<file path="config.mk">
export PLATFORM = sky130hd
export DESIGN_NAME = aurora_tx_sched
export DESIGN_NICKNAME = d
export VERILOG_FILES = /design/src/rtl/aurora_tx_sched.sv
export SDC_FILE = /design/constraint.sdc
export NUM_CORES = 1
export LEC_CHECK = 0
export ABC_AREA = 1
export BUFFER_PORTS_ARGS = -buffer_cell sky130_fd_sc_hd__buf_2
export CAP_MARGIN = 20
export CORE_MARGIN = 4
export CORE_UTILIZATION = 45
export CTS_CLUSTER_SIZE = 28
export DETAILED_ROUTE_END_ITERATION = 8
export GPL_TIMING_DRIVEN = 0
export PLACE_DENSITY = 0.73
export SYNTH_ARGS = -nofsm -noshare
export SYNTH_HDL_FRONTEND = slang
export SYNTH_SLANG_ARGS = --single-unit
</file>
<file path="constraint.sdc">
create_clock -name clk -period 2.4 [get_ports clk]
set_input_delay 0.24 -clock clk [delete_from_list [all_inputs] [get_ports clk]]
set_output_delay 0.24 -clock clk [all_outputs]
set_load 0.01 [all_outputs]
</file>
<file path="src/rtl/aurora_tx_sched.sv">
// Round-robin scheduler sharing one Aurora TX AXI-stream lane among N_CH FWFT
// channel FIFOs. Each grant emits one header word plus BURST_LEN payload words.
module aurora_tx_sched #(
  parameter int DATA_WD   = 64,
  parameter int N_CH      = 4,
  parameter int CH_WD     = 2,
  parameter int BURST_LEN = 16
) (
  input  logic                    clk,
  input  logic                    rst,
  input  logic                    i_enable,
  input  logic [N_CH-1:0]         i_ch_rdy,
  input  logic [N_CH*DATA_WD-1:0] i_ch_data,
  output logic [N_CH-1:0]         o_ch_rd,
  output logic                    m_axis_tvalid,
  input  logic                    m_axis_tready,
  output logic [DATA_WD-1:0]      m_axis_tdata,
  output logic                    m_axis_tlast,
  output logic                    o_cfg_rst,
  output logic                    o_busy,
  output logic [31:0]             o_pkt_cnt
);

  typedef enum logic [1:0] {
    IDLE = 2'd0,
    ARB  = 2'd1,
    HDR  = 2'd2,
    DATA = 2'd3
  } state_e;

  localparam logic [7:0]       LAST_BEAT = 8'(BURST_LEN - 1);
  localparam logic [CH_WD-1:0] LAST_CH   = CH_WD'(N_CH - 1);

  state_e                       state_q, state_d;
  logic                         en_d_q, en_d_d;
  logic                         cfg_rst_q, cfg_rst_d;
  logic                         tvalid_q, tvalid_d;
  logic                         tlast_q, tlast_d;
  logic                         busy_q, busy_d;
  logic [CH_WD-1:0]             sel_q, sel_d;
  logic [CH_WD-1:0]             last_grant_q, last_grant_d;
  logic [7:0]                   beat_q, beat_d;
  logic [N_CH-1:0][15:0]        seq_q, seq_d;
  logic [31:0]                  pkt_cnt_q, pkt_cnt_d;
  logic [DATA_WD-1:0]           hdr_q, hdr_d;

  logic                         hit_s;
  logic                         found_s;
  logic [CH_WD-1:0]             cand_s;
  logic [CH_WD-1:0]             pick_s;
  logic [N_CH-1:0][DATA_WD-1:0] ch_words_s;

  assign ch_words_s = i_ch_data;

  // Round-robin search starting one past the previous grant.
  always_comb begin
    hit_s   = 1'b0;
    found_s = 1'b0;
    cand_s  = '0;
    pick_s  = '0;
    for (int i = 1; i <= N_CH; i++) begin
      cand_s  = CH_WD'((int'(last_grant_q) + i) % N_CH);
      found_s = !hit_s && i_ch_rdy[cand_s];
      pick_s  = found_s ? cand_s : pick_s;
      hit_s   = hit_s | found_s;
    end
  end

  // Next-state and next-output computation for the packet sequencer.
  always_comb begin
    state_d      = state_q;
    en_d_d       = i_enable;
    cfg_rst_d    = i_enable & ~en_d_q;
    tvalid_d     = tvalid_q;
    tlast_d      = tlast_q;
    busy_d       = busy_q;
    sel_d        = sel_q;
    last_grant_d = last_grant_q;
    beat_d       = beat_q;
    seq_d        = seq_q;
    pkt_cnt_d    = pkt_cnt_q;
    hdr_d        = hdr_q;
    case (state_q)
      IDLE: begin
        if (en_d_q && !cfg_rst_q) begin
          state_d = ARB;
        end else begin
          state_d = IDLE;
        end
      end
      ARB: begin
        // A disable seen here wins over a pending requester: no new grant.
        if (!en_d_q) begin
          state_d = IDLE;
        end else if (hit_s) begin
          state_d      = HDR;
          sel_d        = pick_s;
          last_grant_d = pick_s;
          tvalid_d     = 1'b1;
          tlast_d      = 1'b0;
          busy_d       = 1'b1;
          hdr_d        = '0;
          hdr_d[63:0]  = {8'hA5, 8'(pick_s), seq_q[pick_s], pkt_cnt_q};
        end else begin
          state_d = ARB;
        end
      end
      HDR: begin
        if (m_axis_tready) begin
          state_d = DATA;
          beat_d  = 8'd0;
          tlast_d = (LAST_BEAT == 8'd0);
        end else begin
          state_d = HDR;
        end
      end
      DATA: begin
        if (m_axis_tready && tlast_q) begin
          seq_d[sel_q] = seq_q[sel_q] + 16'd1;
          pkt_cnt_d    = pkt_cnt_q + 32'd1;
          tvalid_d     = 1'b0;
          tlast_d      = 1'b0;
          busy_d       = 1'b0;
          state_d      = en_d_q ? ARB : IDLE;
        end else if (m_axis_tready) begin
          beat_d  = beat_q + 8'd1;
          tlast_d = ((beat_q + 8'd1) == LAST_BEAT);
        end else begin
          state_d = DATA;
        end
      end
      default: begin
        state_d  = IDLE;
        tvalid_d = 1'b0;
        tlast_d  = 1'b0;
        busy_d   = 1'b0;
      end
    endcase
  end

  // Payload is taken straight from the granted FIFO head; pops only on accepted beats.
  always_comb begin
    o_ch_rd      = '0;
    m_axis_tdata = '0;
    if (state_q == DATA) begin
      m_axis_tdata   = ch_words_s[sel_q];
      o_ch_rd[sel_q] = tvalid_q & m_axis_tready;
    end else if (state_q == HDR) begin
      m_axis_tdata = hdr_q;
    end else begin
      m_axis_tdata = '0;
    end
  end

  // State and output registers.
  always_ff @(posedge clk) begin
    if (rst) begin
      state_q      <= IDLE;
      en_d_q       <= 1'b0;
      cfg_rst_q    <= 1'b0;
      tvalid_q     <= 1'b0;
      tlast_q      <= 1'b0;
      busy_q       <= 1'b0;
      sel_q        <= '0;
      last_grant_q <= LAST_CH;
      beat_q       <= 8'd0;
      seq_q        <= '0;
      pkt_cnt_q    <= 32'd0;
      hdr_q        <= '0;
    end else begin
      state_q      <= state_d;
      en_d_q       <= en_d_d;
      cfg_rst_q    <= cfg_rst_d;
      tvalid_q     <= tvalid_d;
      tlast_q      <= tlast_d;
      busy_q       <= busy_d;
      sel_q        <= sel_d;
      last_grant_q <= last_grant_d;
      beat_q       <= beat_d;
      seq_q        <= seq_d;
      pkt_cnt_q    <= pkt_cnt_d;
      hdr_q        <= hdr_d;
    end
  end

  assign m_axis_tvalid = tvalid_q;
  assign m_axis_tlast  = tlast_q;
  assign o_cfg_rst     = cfg_rst_q;
  assign o_busy        = busy_q;
  assign o_pkt_cnt     = pkt_cnt_q;

endmodule

</file>
==> out/qor.json, run 1 <==
{
  "yosysSeqAreaShare_pct": 31.2,
  "failed_checks": "setup timing",
  "die_h_um": 160,
  "finalHoldViolations": 0,
  "grt_pass1_wl_um": 80300,
  "synth_top_flop_cell": "sky130_fd_sc_hd__dfxtp_1",
  "htree_levels": 4,
  "design_area_mm2": 0.0141,
  "rsz0062_at_grt": "yes",
  "synth_nets": 1985,
  "status": "finished, violations left",
  "num_cts_buffers": 17,
  "fp.dieArea_mm2": 0.0257,
  "crit-reg2reg-launch": "hdr_q[49]$_SDFFE_PP0P_",
  "clock-skew-final_ns": 0.00978,
  "initial_core_util_pct": 46.0,
  "max_cap_viol_count": 0,
  "synth_area_per_cell_um2": 6.09,
  "post-route-drc-count": 0,
  "via_count_of_the_first_global_routing_pass": 12700,
  "wl_um": 55700,
  "routedWlPerCell_um": 22.9,
  "tritoncts": "built",
  "worstHoldPathCells": 3,
  "worst_path_cell_trace": "inv_4 -> nor2_4 -> clkbuf_16 -> buf_6 -> nand2_1 -> nand4_1 -> a22o_1 -> buf_6",
  "avgViaCountPerCell": 5.81,
  "place_hpwl_um": 43500,
  "grt_overflow_total": 0,
  "cp_top_family": "buffers and inverters",
  "yosysWarnings": 0,
  "ys_ff_latch": 163,
  "layout_common_cells": "sky130_fd_sc_hd__nand2_1 (506), sky130_fd_sc_hd__buf_2 (366), sky130_fd_sc_hd__inv_1 (233)",
  "hold_path_class": "input port to flop",
  "dpl_cell_area_mm2": 0.0126,
  "cp_num_buf_inv": 4,
  "path_max_fanout": 10,
  "power.static_leakage_nw": 6.88,
  "grt_max_degree": 17,
  "relSlewSlack_pct": 43.2,
  "timing.critical_path.slowest_cell_delay_ns": 0.44,
  "layout_worst_path_cycle_share_pct": 101,
  "filler_cell_count": 2219,
  "min_from": "i_enable",
  "area.growth.synth_to_final_pct": 34.8,
  "die_width_um": 160,
  "core-area_mm2": 0.0227,
  "tightestPinTransition_ns": 0.852,
  "setup.worst_path.class": "flop to output port",
  "crit_startpoint": "sel_q[0]$_SDFFE_PP0P_",
  "clock_path_buffers": 2,
  "cts.sinks": 163,
  "rr_worst_depth": 14,
  "num_rows": 55,
  "postLayoutSetupSlackWorst_ns": -0.0221,
  "p_total_mw": 6.30,
  "finalCoreUtilization_pct": 62.0,
  "place_congestion": 1.04,
  "crit_path_top_delay_cell": "sky130_fd_sc_hd__dfxtp_4",
  "finish.net_count": 2396,
  "synth_async_sr_flop_share_pct": 0,
  "fraction_of_layout_cells_with_a_size_suffix_above_1_pct": 25.8,
  "grt_antenna_before_repair": 11,
  "gr-usage-all-layers_pct": 40.9,
  "worst_case_register_to_register_setup_slack_ns": 0.05,
  "critical_path_arrival_ns": 2.18,
  "ant_nets": 0,
  "worstHoldEndpoint": "en_d_q$_SDFF_PP0_",
  "io_pins": 368,
  "critical_path_start_type": "flop",
  "synth_edf_count": 0,
  "worstSkewPairLatency_ns": 0.44,
  "peak_clock_frequency_supported_by_timing_ghz": 0.413,
  "drt_first_iter_violations": 2152,
  "final_max_slew_viol_count": 0,
  "worst_ir_drop_vdd_mv": 0.518,
  "clkTransAtPathRegs_ns": 0.06,
  "post_synth_instance_area_mm2": 0.0104,
  "yosysUniqueCellTypes": 39,
  "setup_viol_count_final": 4,
  "required_ns": 2.16,
  "dr_total_vias": 14200,
  "timing.critical_path.to_type": "output port",
  "cp_common_cell": "sky130_fd_sc_hd__buf_6",
  "detail_route.first_pass.iterations": 6,
  "r2r-end": "seq_q[26]$_SDFFE_PP0P_",
  "clockRootBuffer": "sky130_fd_sc_hd__clkbuf_16",
  "power_density_mw_per_mm2": 447,
  "layout_min_cycle_time_ns": 2.42,
  "layout_commonest_cell": "sky130_fd_sc_hd__nand2_1",
  "placement.io_buffers": 366,
  "netlist_instances": 1717
}
## worst max path at each step
stage / cells past startpoint / end / slack (ns)
after floorplan: 13 / seq_q[8]$_SDFFE_PP0P_ / 0.28
after global placement: 8 / m_axis_tdata[1] / -0.87
after detailed placement: 9 / m_axis_tdata[25] / -0.88
after CTS: 8 / m_axis_tdata[27] / 0.005
after global routing: 8 / m_axis_tdata[9] / -0.06
final: 8 / m_axis_tdata[16] / -0.02
## cell usage after synthesis, types with 3 or more instances
cell	n	share of area, %
sky130_fd_sc_hd__a21oi_1	149	7.1
sky130_fd_sc_hd__ha_1	4	0.48
sky130_fd_sc_hd__nor2_1	79	2.8
sky130_fd_sc_hd__nor2_2	6	0.36
sky130_fd_sc_hd__buf_1	11	0.40
sky130_fd_sc_hd__inv_2	5	0.18
sky130_fd_sc_hd__a22oi_1	22	1.6
sky130_fd_sc_hd__o21ai_0	97	4.6
sky130_fd_sc_hd__nand3_1	106	5.1
sky130_fd_sc_hd__a22o_1	32	2.7
sky130_fd_sc_hd__nor4_1	7	0.42
sky130_fd_sc_hd__xor2_1	20	1.7
sky130_fd_sc_hd__buf_4	3	0.22
sky130_fd_sc_hd__inv_1	235	8.4
sky130_fd_sc_hd__dfxtp_1	163	31
sky130_fd_sc_hd__clkbuf_1	74	2.7
sky130_fd_sc_hd__nand4_1	96	5.7
sky130_fd_sc_hd__nand2_1	519	19
sky130_fd_sc_hd__nor3_1	35	1.7
sky130_fd_sc_hd__o22ai_1	11	0.66
sky130_fd_sc_hd__o2111ai_2	3	0.43
sky130_fd_sc_hd__buf_2	14	0.67
## what timing repair did
item                                    CTS  global route
endpoints found under the setup margin  110           137
hold buffers                              0             0
setup buffers                            16            10
gates resized for setup                 113           120
hold endpoints to repair                  0             0
pin swaps                                10            22
## area by class of cell
type                            count  area [um^2]  share of cell area, %
Antenna cell                       10         25.0                  0.178
Sequential cell                   163         3270                   23.2
Timing Repair Buffer              392         2090                   14.8
Tap cell                          285          357                   2.53
Buffer                            102          751                   5.33
Clock buffer                       19          443                   3.14
Multi-Input combinational cell   1212         6090                   43.3
Inverter                          240          920                   6.53
Clock inverter                     13          136                  0.968
## flip-flops by register name, summed over array words and instances (netlist names), 2 cells and up
register / flops
seq_q: 64
hdr_q: 50
o_pkt_cnt: 32
beat_q: 8
last_grant_q: 2
state_q: 2
## power by group
part           internal (mW)  switching (mW)
Sequential              2.72          0.0163
Combinational          0.329           0.494
Clock                   1.55            1.18
## cells by family after synthesis
family	share of synthesized area, %
and+or+nand+nor	35.8
DFF	31.2
xor gates and xnor gates	1.92
AOI/OAI and AO/OA	18.0
buffers and inverters	12.6
adders and majority gates	0.479
## layer usage
metal  GRT usage, %  part of all wire, %
met2           62.0                   43
met1           55.5                   40
met4           16.5                  4.5
met5              0                0.023
met3           10.7                   13
## metrics by stage
| stage | setup TNS (ns) | setup slack [ns] | std cells | hold slack (ns) |
|---|---|---|---|---|
| floorplan | 0 | 0.281 | 1717 | 0.365 |
| global placement | -47.89 | -0.872 | 2368 | 0.449 |
| detailed placement | -49.75 | -0.877 | 2368 | 0.460 |
| CTS | 0 | 0.00455 | 2416 | 0.0126 |
| global route | -0.514 | -0.0567 | 2435 | 0.0399 |
| finish | -0.0590 | -0.0221 | 2436 | 0.0122 |
## worst register-to-register path, delay by kind of cell (launching register included)
| family | cells | cell delay (ns) |
|---|---|---|
| AND/OR/NAND/NOR | 6 | 0.87 |
| AO/OA/AOI/OAI | 2 | 0.32 |
| buffers and inverters | 5 | 0.38 |
| flip-flops | 1 | 0.43 |
| adder cells (fa/ha/maj) | 1 | 0.24 |
Power figures use the tool's default switching activity.
==> run 2: changes to the inputs <==
--- a/config.mk
+++ b/config.mk
@@ -12,7 +12,6 @@
 export CORE_UTILIZATION = 45
 export CTS_CLUSTER_SIZE = 28
 export DETAILED_ROUTE_END_ITERATION = 8
-export GPL_TIMING_DRIVEN = 0
 export PLACE_DENSITY = 0.73
 export SYNTH_ARGS = -nofsm -noshare
 export SYNTH_HDL_FRONTEND = slang
==> run 2 against run 1 <==
- routed wire length is 8.5% lower
- worst hold slack gained 0.023 ns
- cell area is 3.5% lower
- largest cell class unchanged
- sequential power hardly changed
- utilization fell by 2.1 points
- the flow still finishes with violations (setup timing)
- critical path type unchanged
- fmax increased by 0.12%
==> out/qor.json, run 2 (synthesis results as in run 1) <==
{
  "finalHoldViolations": {"value": 0, "change": "unchanged"},
  "layout_min_cycle_time": {"value": 2.42, "unit": "ns", "change": "about the same"},
  "crit-reg2reg-launch": {"value": "sel_q[0]$_SDFFE_PP0P_", "change": "was hdr_q[49]$_SDFFE_PP0P_"},
  "relSlewSlack": {"value": 45.0, "unit": "%", "change": "was 43.2%"},
  "layout_worst_path_cycle_share": {"value": 101, "unit": "%", "change": "about the same"},
  "drt_first_iter_violations": {"value": 2010, "change": "was 2152"},
  "fin_setup_tns": {"value": -0.0192, "unit": "ns", "change": "was -0.0590 ns"},
  "layout_common_cells": {"value": "sky130_fd_sc_hd__nand2_1 (516), sky130_fd_sc_hd__buf_2 (365), sky130_fd_sc_hd__inv_1 (233)", "change": "was sky130_fd_sc_hd__nand2_1 (506), sky130_fd_sc_hd__buf_2 (366), sky130_fd_sc_hd__inv_1 (233)"},
  "crit_startpoint": {"value": "sel_q[0]$_SDFFE_PP0P_", "change": "unchanged"},
  "critical_path_arrival": {"value": 2.18, "unit": "ns", "change": "about the same"},
  "cts.sinks": {"value": 163, "change": "unchanged"},
  "min_from": {"value": "i_enable", "change": "unchanged"},
  "place_congestion": {"value": 0.992, "change": "was 1.04"},
  "setup.worst_path.class": {"value": "flop to output port", "change": "unchanged"},
  "finish.net_count": {"value": 2332, "change": "was 2396"},
  "core-area": {"value": 0.0227, "unit": "mm^2", "change": "unchanged"},
  "timing.critical_path.slowest_cell_delay": {"value": 0.35, "unit": "ns", "change": "was 0.44 ns"},
  "fraction_of_layout_cells_with_a_size_suffix_above_1": {"value": 24.1, "unit": "%", "change": "was 25.8%"},
  "cp_num_buf_inv": {"value": 4, "change": "unchanged"},
  "final_max_slew_viol_count": {"value": 0, "change": "unchanged"},
  "cp_common_cell": {"value": "sky130_fd_sc_hd__buf_4", "change": "was sky130_fd_sc_hd__buf_6"},
  "place_hpwl": {"value": 38500, "unit": "um", "change": "was 43500 um"},
  "worstSkewPairLatency": {"value": 0.43, "unit": "ns", "change": "was 0.44 ns"},
  "setup_viol_count_final": {"value": 1, "change": "was 4"},
  "failed_checks": {"value": "setup timing", "change": "unchanged"},
  "ant_nets": {"value": 0, "change": "unchanged"},
  "peak_clock_frequency_supported_by_timing": {"value": 0.413, "unit": "GHz", "change": "about the same"},
  "num_rows": {"value": 55, "change": "unchanged"},
  "final-seq-area": {"value": 0.00327, "unit": "mm^2", "change": "about the same"},
  "clkTransAtPathRegs": {"value": 0.07, "unit": "ns", "change": "was 0.06 ns"},
  "avgViaCountPerCell": {"value": 5.71, "change": "was 5.81"},
  "initial_core_util": {"value": 46.0, "unit": "%", "change": "unchanged"},
  "clockRootBuffer": {"value": "sky130_fd_sc_hd__clkbuf_16", "change": "unchanged"},
  "grt_max_degree": {"value": 107, "change": "was 17"},
  "required": {"value": 2.16, "unit": "ns", "change": "about the same"},
  "num_cts_buffers": {"value": 17, "change": "unchanged"},
  "largest_register_ffs": {"value": 64, "change": "unchanged"},
  "fp.dieArea": {"value": 0.0257, "unit": "mm^2", "change": "unchanged"},
  "grt_overflow_total": {"value": 0, "change": "unchanged"},
  "io_pins": {"value": 368, "change": "unchanged"},
  "clock-skew-final": {"value": 0.00939, "unit": "ns", "change": "was 0.00978 ns"},
  "tritoncts": {"value": "built", "change": "unchanged"},
  "worst_ir_drop_vdd": {"value": 0.685, "unit": "mV", "change": "was 0.518 mV"},
  "die_h": {"value": 160, "unit": "um", "change": "unchanged"},
  "area.growth.synth_to_final": {"value": 30.1, "unit": "%", "change": "was 34.8%"},
  "layout_commonest_cell": {"value": "sky130_fd_sc_hd__nand2_1", "change": "unchanged"},
  "p_total": {"value": 6.46, "unit": "mW", "change": "was 6.30 mW"},
  "gr-usage-all-layers": {"value": 37.5, "unit": "%", "change": "was 40.9%"},
  "power_density": {"value": 475, "unit": "mW/mm^2", "change": "was 447 mW/mm^2"},
  "postLayoutSetupSlackWorst": {"value": -0.0192, "unit": "ns", "change": "was -0.0221 ns"},
  "wl": {"value": 51000, "unit": "um", "change": "was 55700 um"},
  "routedWlPerCell": {"value": 21.5, "unit": "um", "change": "was 22.9 um"},
  "largest_register": {"value": "seq_q", "change": "unchanged"},
  "grt_antenna_before_repair": {"value": 7, "change": "was 11"},
  "dr_total_vias": {"value": 13500, "change": "was 14200"},
  "timing.critical_path.to_type": {"value": "output port", "change": "unchanged"},
  "htree_levels": {"value": 4, "change": "unchanged"},
  "die_width": {"value": 160, "unit": "um", "change": "unchanged"},
  "cts.hold.buffers_added": {"value": 0, "change": "unchanged"},
  "path_max_fanout": {"value": 9, "change": "was 10"},
  "power.static_leakage": {"value": 6.62, "unit": "nW", "change": "was 6.88 nW"},
  "crit_path_top_delay_cell": {"value": "sky130_fd_sc_hd__dfxtp_2", "change": "was sky130_fd_sc_hd__dfxtp_4"},
  "cp_top_family": {"value": "buffers and inverters", "change": "unchanged"},
  "post-route-drc-count": {"value": 0, "change": "unchanged"},
  "grt_pass1_wl": {"value": 75400, "unit": "um", "change": "was 80300 um"},
  "max_cap_viol_count": {"value": 0, "change": "unchanged"},
  "status": {"value": "finished, violations left", "change": "unchanged"},
  "filler_cell_count": {"value": 2318, "change": "was 2219"},
  "placement.io_buffers": {"value": 367, "change": "was 366"},
  "worst_path_cell_trace": {"value": "inv_2 -> nor2_4 -> buf_4 -> buf_4 -> nand2_1 -> nand4_1 -> a22o_1 -> buf_2", "change": "was inv_4 -> nor2_4 -> clkbuf_16 -> buf_6 -> nand2_1 -> nand4_1 -> a22o_1 -> buf_6"},
  "rsz0062_at_grt": {"value": "yes", "change": "unchanged"},
  "detail_route.first_pass.iterations": {"value": 6, "change": "unchanged"},
  "area_of_the_multi_input_gates": {"value": 0.00594, "unit": "mm^2", "change": "was 0.00609 mm^2"},
  "critical_path_start_type": {"value": "flop", "change": "unchanged"},
  "tightestPinTransition": {"value": 0.824, "unit": "ns", "change": "was 0.852 ns"},
  "clock_path_buffers": {"value": 2, "change": "unchanged"},
  "hold_path_class": {"value": "input port to flop", "change": "unchanged"},
  "via_count_of_the_first_global_routing_pass": {"value": 12100, "change": "was 12700"}
}
-- run 2: worst paths after layout --
path / depth (start not counted) / slack [ns] / endpoint
hold / removal: 3 / 0.04 / en_d_q$_SDFF_PP0_
hold reg to reg: 2 / 0.47 / beat_q[5]$_SDFFE_PP0P_
setup reg to reg: 13 / 0.13 / seq_q[46]$_SDFFE_PP0P_
setup / recovery: 8 / -0.02 / m_axis_tdata[1]
-- run 2: through the flow --
stage	cell area, um^2	hold slack, ns	worst slack (ns)	util (%)	instances
global placement	12700	0.449	0.169	56.1	2320
CTS	13500	0.0257	0.00171	59.3	2359
detailed placement	12700	0.464	0.120	56.1	2320
floorplan	10400	0.365	0.281	-	1717
finish	13600	0.0353	-0.0192	59.9	2368
global route	13600	0.0539	-0.0579	59.9	2367
-- run 2: worst min-delay path, stage by stage --
cell and delay [ns]:
sky130_fd_sc_hd__buf_2 0.08, sky130_fd_sc_hd__inv_1 0.04, sky130_fd_sc_hd__nor2_1 0.07
-- run 2: layout make-up --
type / count / share of cell area (%)
sequential: 163 / 24.1
multi-input combinational: 1213 / 43.7
timing repair buffer: 429 / 18.2
inverter: 240 / 6.64
clock inverter: 14 / 1.47
tap: 285 / 2.62
antenna: 6 / 0.110
clock buffer: 18 / 3.23
-- run 2: layer usage --
| layer | track usage [%] | share of wire, % | vias up |
|---|---|---|---|
| met4 | 11.7 | 2.8 | 0 |
| met1 | 52.7 | 41 | 6207 |
| met5 | 0 | 0 | - |
| met2 | 58.3 | 45 | 887 |
| li1 | - | - | 6332 |
| met3 | 7.24 | 11 | 90 |
-- run 2: repair_timing --
| action | in CTS | in global routing |
|---|---|---|
| buffers inserted | 7 | 2 |
| pin swaps | 2 | 5 |
| setup endpoints to repair | 62 | 48 |
| gates cloned | 0 | 2 |
| endpoints found under the hold margin | 0 | 0 |
| gates resized for setup | 12 | 21 |
-- run 2: report_power, final --
group / total, mW / leakage (nW) / internal (mW) / switching, mW
Clock: 2.98 / 0.304 / 1.78 / 1.20
Combinational: 0.740 / 5.00 / 0.307 / 0.433
Sequential: 2.74 / 1.32 / 2.73 / 0.0151
Total: 6.46 / 6.62 / 4.82 / 1.64
==> run 3: changes to the inputs <==
--- a/config.mk
+++ b/config.mk
@@ -9,10 +9,11 @@
 export BUFFER_PORTS_ARGS = -buffer_cell sky130_fd_sc_hd__buf_2
 export CAP_MARGIN = 20
 export CORE_MARGIN = 4
-export CORE_UTILIZATION = 45
+export CORE_UTILIZATION = 40
 export CTS_CLUSTER_SIZE = 28
 export DETAILED_ROUTE_END_ITERATION = 8
-export PLACE_DENSITY = 0.73
+export PLACE_DENSITY = 0.66
+export REMOVE_ABC_BUFFERS = 1
 export SYNTH_ARGS = -nofsm -noshare
 export SYNTH_HDL_FRONTEND = slang
 export SYNTH_SLANG_ARGS = --single-unit
==> run 3 against run 2 <==
- the flow now finishes without violations
- power is 1.3% lower
- via count fell by 4.6%
- non-clock buffer count increased by 10
- largest power group unchanged
- critical path type unchanged
- global-route usage shrank 9.9 points
==> out/qor.json, run 3 (synthesis results as in run 1) <==
{
  "status": {"value": "finished clean", "change": "was finished, violations left"},
  "hold_path_class": {"value": "input port to flop", "change": "unchanged"},
  "via_count_of_the_first_global_routing_pass": {"value": 12100, "change": "about the same"},
  "ant_nets": {"value": 0, "change": "unchanged"},
  "avgViaCountPerCell": {"value": 5.33, "change": "was 5.71"},
  "tightestPinTransition": {"value": 0.861, "unit": "ns", "change": "was 0.824 ns"},
  "cts.sinks": {"value": 163, "change": "unchanged"},
  "place.detailed.instances": {"value": 2377, "change": "was 2320"},
  "internal-power": {"value": 4.73, "unit": "mW", "change": "was 4.82 mW"},
  "finalHoldViolations": {"value": 0, "change": "unchanged"},
  "place_congestion": {"value": 0.975, "change": "was 0.992"},
  "required": {"value": 2.16, "unit": "ns", "change": "about the same"},
  "critical_path_start_type": {"value": "flop", "change": "unchanged"},
  "htree_levels": {"value": 4, "change": "unchanged"},
  "layout_min_cycle_time": {"value": 2.32, "unit": "ns", "change": "was 2.42 ns"},
  "clock_path_buffers": {"value": 2, "change": "unchanged"},
  "final_max_slew_viol_count": {"value": 0, "change": "unchanged"},
  "switching_share": {"value": 25.9, "unit": "%", "change": "was 25.4%"},
  "fin_worst_hold_slack": {"value": 0.0364, "unit": "ns", "change": "was 0.0353 ns"},
  "p_comb_share": {"value": 10.8, "unit": "%", "change": "was 11.5%"},
  "layout_worst_path_cycle_share": {"value": 96.7, "unit": "%", "change": "was 101%"},
  "routedWlPerCell": {"value": 17.4, "unit": "um", "change": "was 21.5 um"},
  "crit_path_top_delay_cell": {"value": "sky130_fd_sc_hd__dfxtp_2", "change": "unchanged"},
  "p_total": {"value": 6.38, "unit": "mW", "change": "was 6.46 mW"},
  "drt_first_iter_violations": {"value": 1027, "change": "was 2010"},
  "cp_common_cell": {"value": "sky130_fd_sc_hd__nand2_1", "change": "was sky130_fd_sc_hd__buf_4"},
  "grt_pass1_wl": {"value": 63900, "unit": "um", "change": "was 75400 um"},
  "gr-usage-all-layers": {"value": 27.6, "unit": "%", "change": "was 37.5%"},
  "setup.worst_path.class": {"value": "flop to output port", "change": "unchanged"},
  "cp_top_family": {"value": "buffers and inverters", "change": "unchanged"},
  "timing.critical_path.to_type": {"value": "output port", "change": "unchanged"},
  "grt_overflow_total": {"value": 0, "change": "unchanged"},
  "setup_viol_count_final": {"value": 0, "change": "was 1"},
  "critical_path_arrival": {"value": 2.08, "unit": "ns", "change": "was 2.18 ns"},
  "finish.net_count": {"value": 2341, "change": "was 2332"},
  "grt_max_degree": {"value": 107, "change": "unchanged"},
  "dr_total_vias": {"value": 12900, "change": "was 13500"},
  "die_width": {"value": 170, "unit": "um", "change": "was 160 um"},
  "die_h": {"value": 170, "unit": "um", "change": "was 160 um"},
  "timing.critical_path.slowest_cell_delay": {"value": 0.35, "unit": "ns", "change": "about the same"},
  "filler_cell_count": {"value": 2615, "change": "was 2318"},
  "worstSkewPairLatency": {"value": 0.44, "unit": "ns", "change": "was 0.43 ns"},
  "relSlewSlack": {"value": 42.5, "unit": "%", "change": "was 45.0%"},
  "max_cap_viol_count": {"value": 0, "change": "unchanged"},
  "final-seq-area": {"value": 0.00327, "unit": "mm^2", "change": "about the same"},
  "r2r-end": {"value": "seq_q[10]$_SDFFE_PP0P_", "change": "was seq_q[46]$_SDFFE_PP0P_"},
  "layout_commonest_cell": {"value": "sky130_fd_sc_hd__nand2_1", "change": "unchanged"},
  "worst_ir_drop_vdd": {"value": 0.503, "unit": "mV", "change": "was 0.685 mV"},
  "grt_antenna_before_repair": {"value": 0, "change": "was 7"},
  "postLayoutSetupSlackWorst": {"value": 0.0795, "unit": "ns", "change": "was -0.0192 ns"},
  "worstHoldEndpoint": {"value": "en_d_q$_SDFF_PP0_", "change": "unchanged"},
  "stdcell_count": {"value": 2416, "change": "was 2368"},
  "path_max_fanout": {"value": 34, "change": "was 9"},
  "place_hpwl": {"value": 30400, "unit": "um", "change": "was 38500 um"},
  "layout_common_cells": {"value": "sky130_fd_sc_hd__nand2_1 (517), sky130_fd_sc_hd__buf_2 (366), sky130_fd_sc_hd__inv_1 (233)", "change": "was sky130_fd_sc_hd__nand2_1 (516), sky130_fd_sc_hd__buf_2 (365), sky130_fd_sc_hd__inv_1 (233)"},
  "post-route-drc-count": {"value": 0, "change": "unchanged"},
  "antenna-diode-count": {"value": 0, "change": "was 6"},
  "design_area": {"value": 0.0137, "unit": "mm^2", "change": "was 0.0136 mm^2"},
  "switchingPower": {"value": 1.65, "unit": "mW", "change": "was 1.64 mW"},
  "power_density": {"value": 466, "unit": "mW/mm^2", "change": "was 475 mW/mm^2"},
  "power.static_leakage": {"value": 6.65, "unit": "nW", "change": "was 6.62 nW"},
  "rsz0062_at_grt": {"value": "yes", "change": "unchanged"},
  "worst_path_cell_trace": {"value": "inv_2 -> buf_4 -> nor2_4 -> buf_12 -> nand2_1 -> nand4_1 -> nand2_1 -> o21ai_0 -> buf_2", "change": "was inv_2 -> nor2_4 -> buf_4 -> buf_4 -> nand2_1 -> nand4_1 -> a22o_1 -> buf_2"},
  "placement.io_buffers": {"value": 367, "change": "unchanged"},
  "initial_core_util": {"value": 41.0, "unit": "%", "change": "was 46.0%"},
  "largest_register": {"value": "seq_q", "change": "unchanged"},
  "detail_route.first_pass.iterations": {"value": 7, "change": "was 6"},
  "peak_clock_frequency_supported_by_timing": {"value": 0.431, "unit": "GHz", "change": "was 0.413 GHz"},
  "wl": {"value": 42000, "unit": "um", "change": "was 51000 um"},
  "area.growth.synth_to_final": {"value": 30.9, "unit": "%", "change": "was 30.1%"},
  "pwr-share-seq": {"value": 42.9, "unit": "%", "change": "was 42.4%"},
  "num_cts_buffers": {"value": 17, "change": "unchanged"},
  "largest_register_ffs": {"value": 64, "change": "unchanged"},
  "dpl_cell_area": {"value": 0.0129, "unit": "mm^2", "change": "was 0.0127 mm^2"},
  "worst_case_register_to_register_setup_slack": {"value": 0.16, "unit": "ns", "change": "was 0.13 ns"},
  "worstHoldPathCells": {"value": 3, "change": "unchanged"},
  "area_of_the_multi_input_gates": {"value": 0.00591, "unit": "mm^2", "change": "was 0.00594 mm^2"},
  "min_from": {"value": "i_enable", "change": "unchanged"},
  "tritoncts": {"value": "built", "change": "unchanged"},
  "num_rows": {"value": 58, "change": "was 55"},
  "rr_worst_depth": {"value": 14, "change": "was 13"},
  "p_clk_share": {"value": 46.2, "unit": "%", "change": "was 46.1%"},
  "fraction_of_layout_cells_with_a_size_suffix_above_1": {"value": 24.3, "unit": "%", "change": "was 24.1%"},
  "crit-reg2reg-launch": {"value": "hdr_q[49]$_SDFFE_PP0P_", "change": "was sel_q[0]$_SDFFE_PP0P_"},
  "finalCoreUtilization": {"value": 53.7, "unit": "%", "change": "was 59.9%"},
  "cp_num_buf_inv": {"value": 4, "change": "unchanged"},
  "clockRootBuffer": {"value": "sky130_fd_sc_hd__clkbuf_16", "change": "unchanged"},
  "preCtsSetupSlack": {"value": 0.0878, "unit": "ns", "change": "was 0.120 ns"},
  "io_pins": {"value": 368, "change": "unchanged"},
  "fp.dieArea": {"value": 0.0288, "unit": "mm^2", "change": "was 0.0257 mm^2"},
  "fin_setup_tns": {"value": 0, "unit": "ns", "change": "was -0.0192 ns"},
  "clock-skew-final": {"value": 0.0123, "unit": "ns", "change": "was 0.00939 ns"},
  "clkTransAtPathRegs": {"value": 0.07, "unit": "ns", "change": "about the same"},
  "core-area": {"value": 0.0255, "unit": "mm^2", "change": "was 0.0227 mm^2"}
}
## run 3: area by class of cell
class | instances | share of cell area, %
Clock inverter | 14 | 1.36
Multi-Input combinational cell | 1212 | 43.2
Sequential cell | 163 | 23.9
Clock buffer | 18 | 3.21
Timing Repair Buffer | 439 | 18.7
Inverter | 240 | 6.60
Tap cell | 330 | 3.02
## run 3: worst max path at each step
stage,from,to,slack [ns],depth (start not counted)
3_5_place_dp,hdr_q[49]$_SDFFE_PP0P_,seq_q[24]$_SDFFE_PP0P_,0.09,12
6_report,hdr_q[49]$_SDFFE_PP0P_,m_axis_tdata[45],0.08,9
4_1_cts,hdr_q[49]$_SDFFE_PP0P_,m_axis_tdata[28],0.04,9
2_1_floorplan,hdr_q[49]$_SDFFE_PP0P_,seq_q[8]$_SDFFE_PP0P_,-1.04,12
5_1_grt,hdr_q[49]$_SDFFE_PP0P_,seq_q[39]$_SDFFE_PP0P_,-0.02,14
3_3_place_gp,last_grant_q[0]$_SDFFE_PP1P_,hdr_q[38]$_SDFFE_PP0P_,0.17,13
## run 3: routing by layer
layer | routed length, um | track usage, %
met1 | 16100 | 32.5
met2 | 21200 | 50.0
met3 | 3040 | 4.26
met4 | 1650 | 11.0
met5 | 0 | 0
## run 3: worst reg2reg max path: cells and delay by family, from the launching register on
| kind | cells | cell delay, ns |
|---|---|---|
| flip-flops | 1 | 0.35 |
| AND/OR/NAND/NOR | 7 | 1.04 |
| AO/OA/AOI/OAI | 1 | 0.07 |
| buffers and inverters | 6 | 0.73 |
## run 3: timing repair
item | CTS | global route
setup endpoints to repair | 42 | 84
resized for setup | 17 | 15
hold buffers | 0 | 0
gates cloned | 1 | 1
pin swaps | 3 | 4
buffers inserted | 5 | 1
## run 3: power groups by stage
stage / registers (mW) / logic [mW] / clock network (mW)
2_1_floorplan: 2.80 / 0.289 / 0
3_3_place_gp: 2.80 / 0.667 / 0
3_5_place_dp: 2.80 / 0.675 / 0
4_1_cts: 2.74 / 0.684 / 2.99
5_1_grt: 2.74 / 0.767 / 3.13
6_report: 2.74 / 0.691 / 2.95
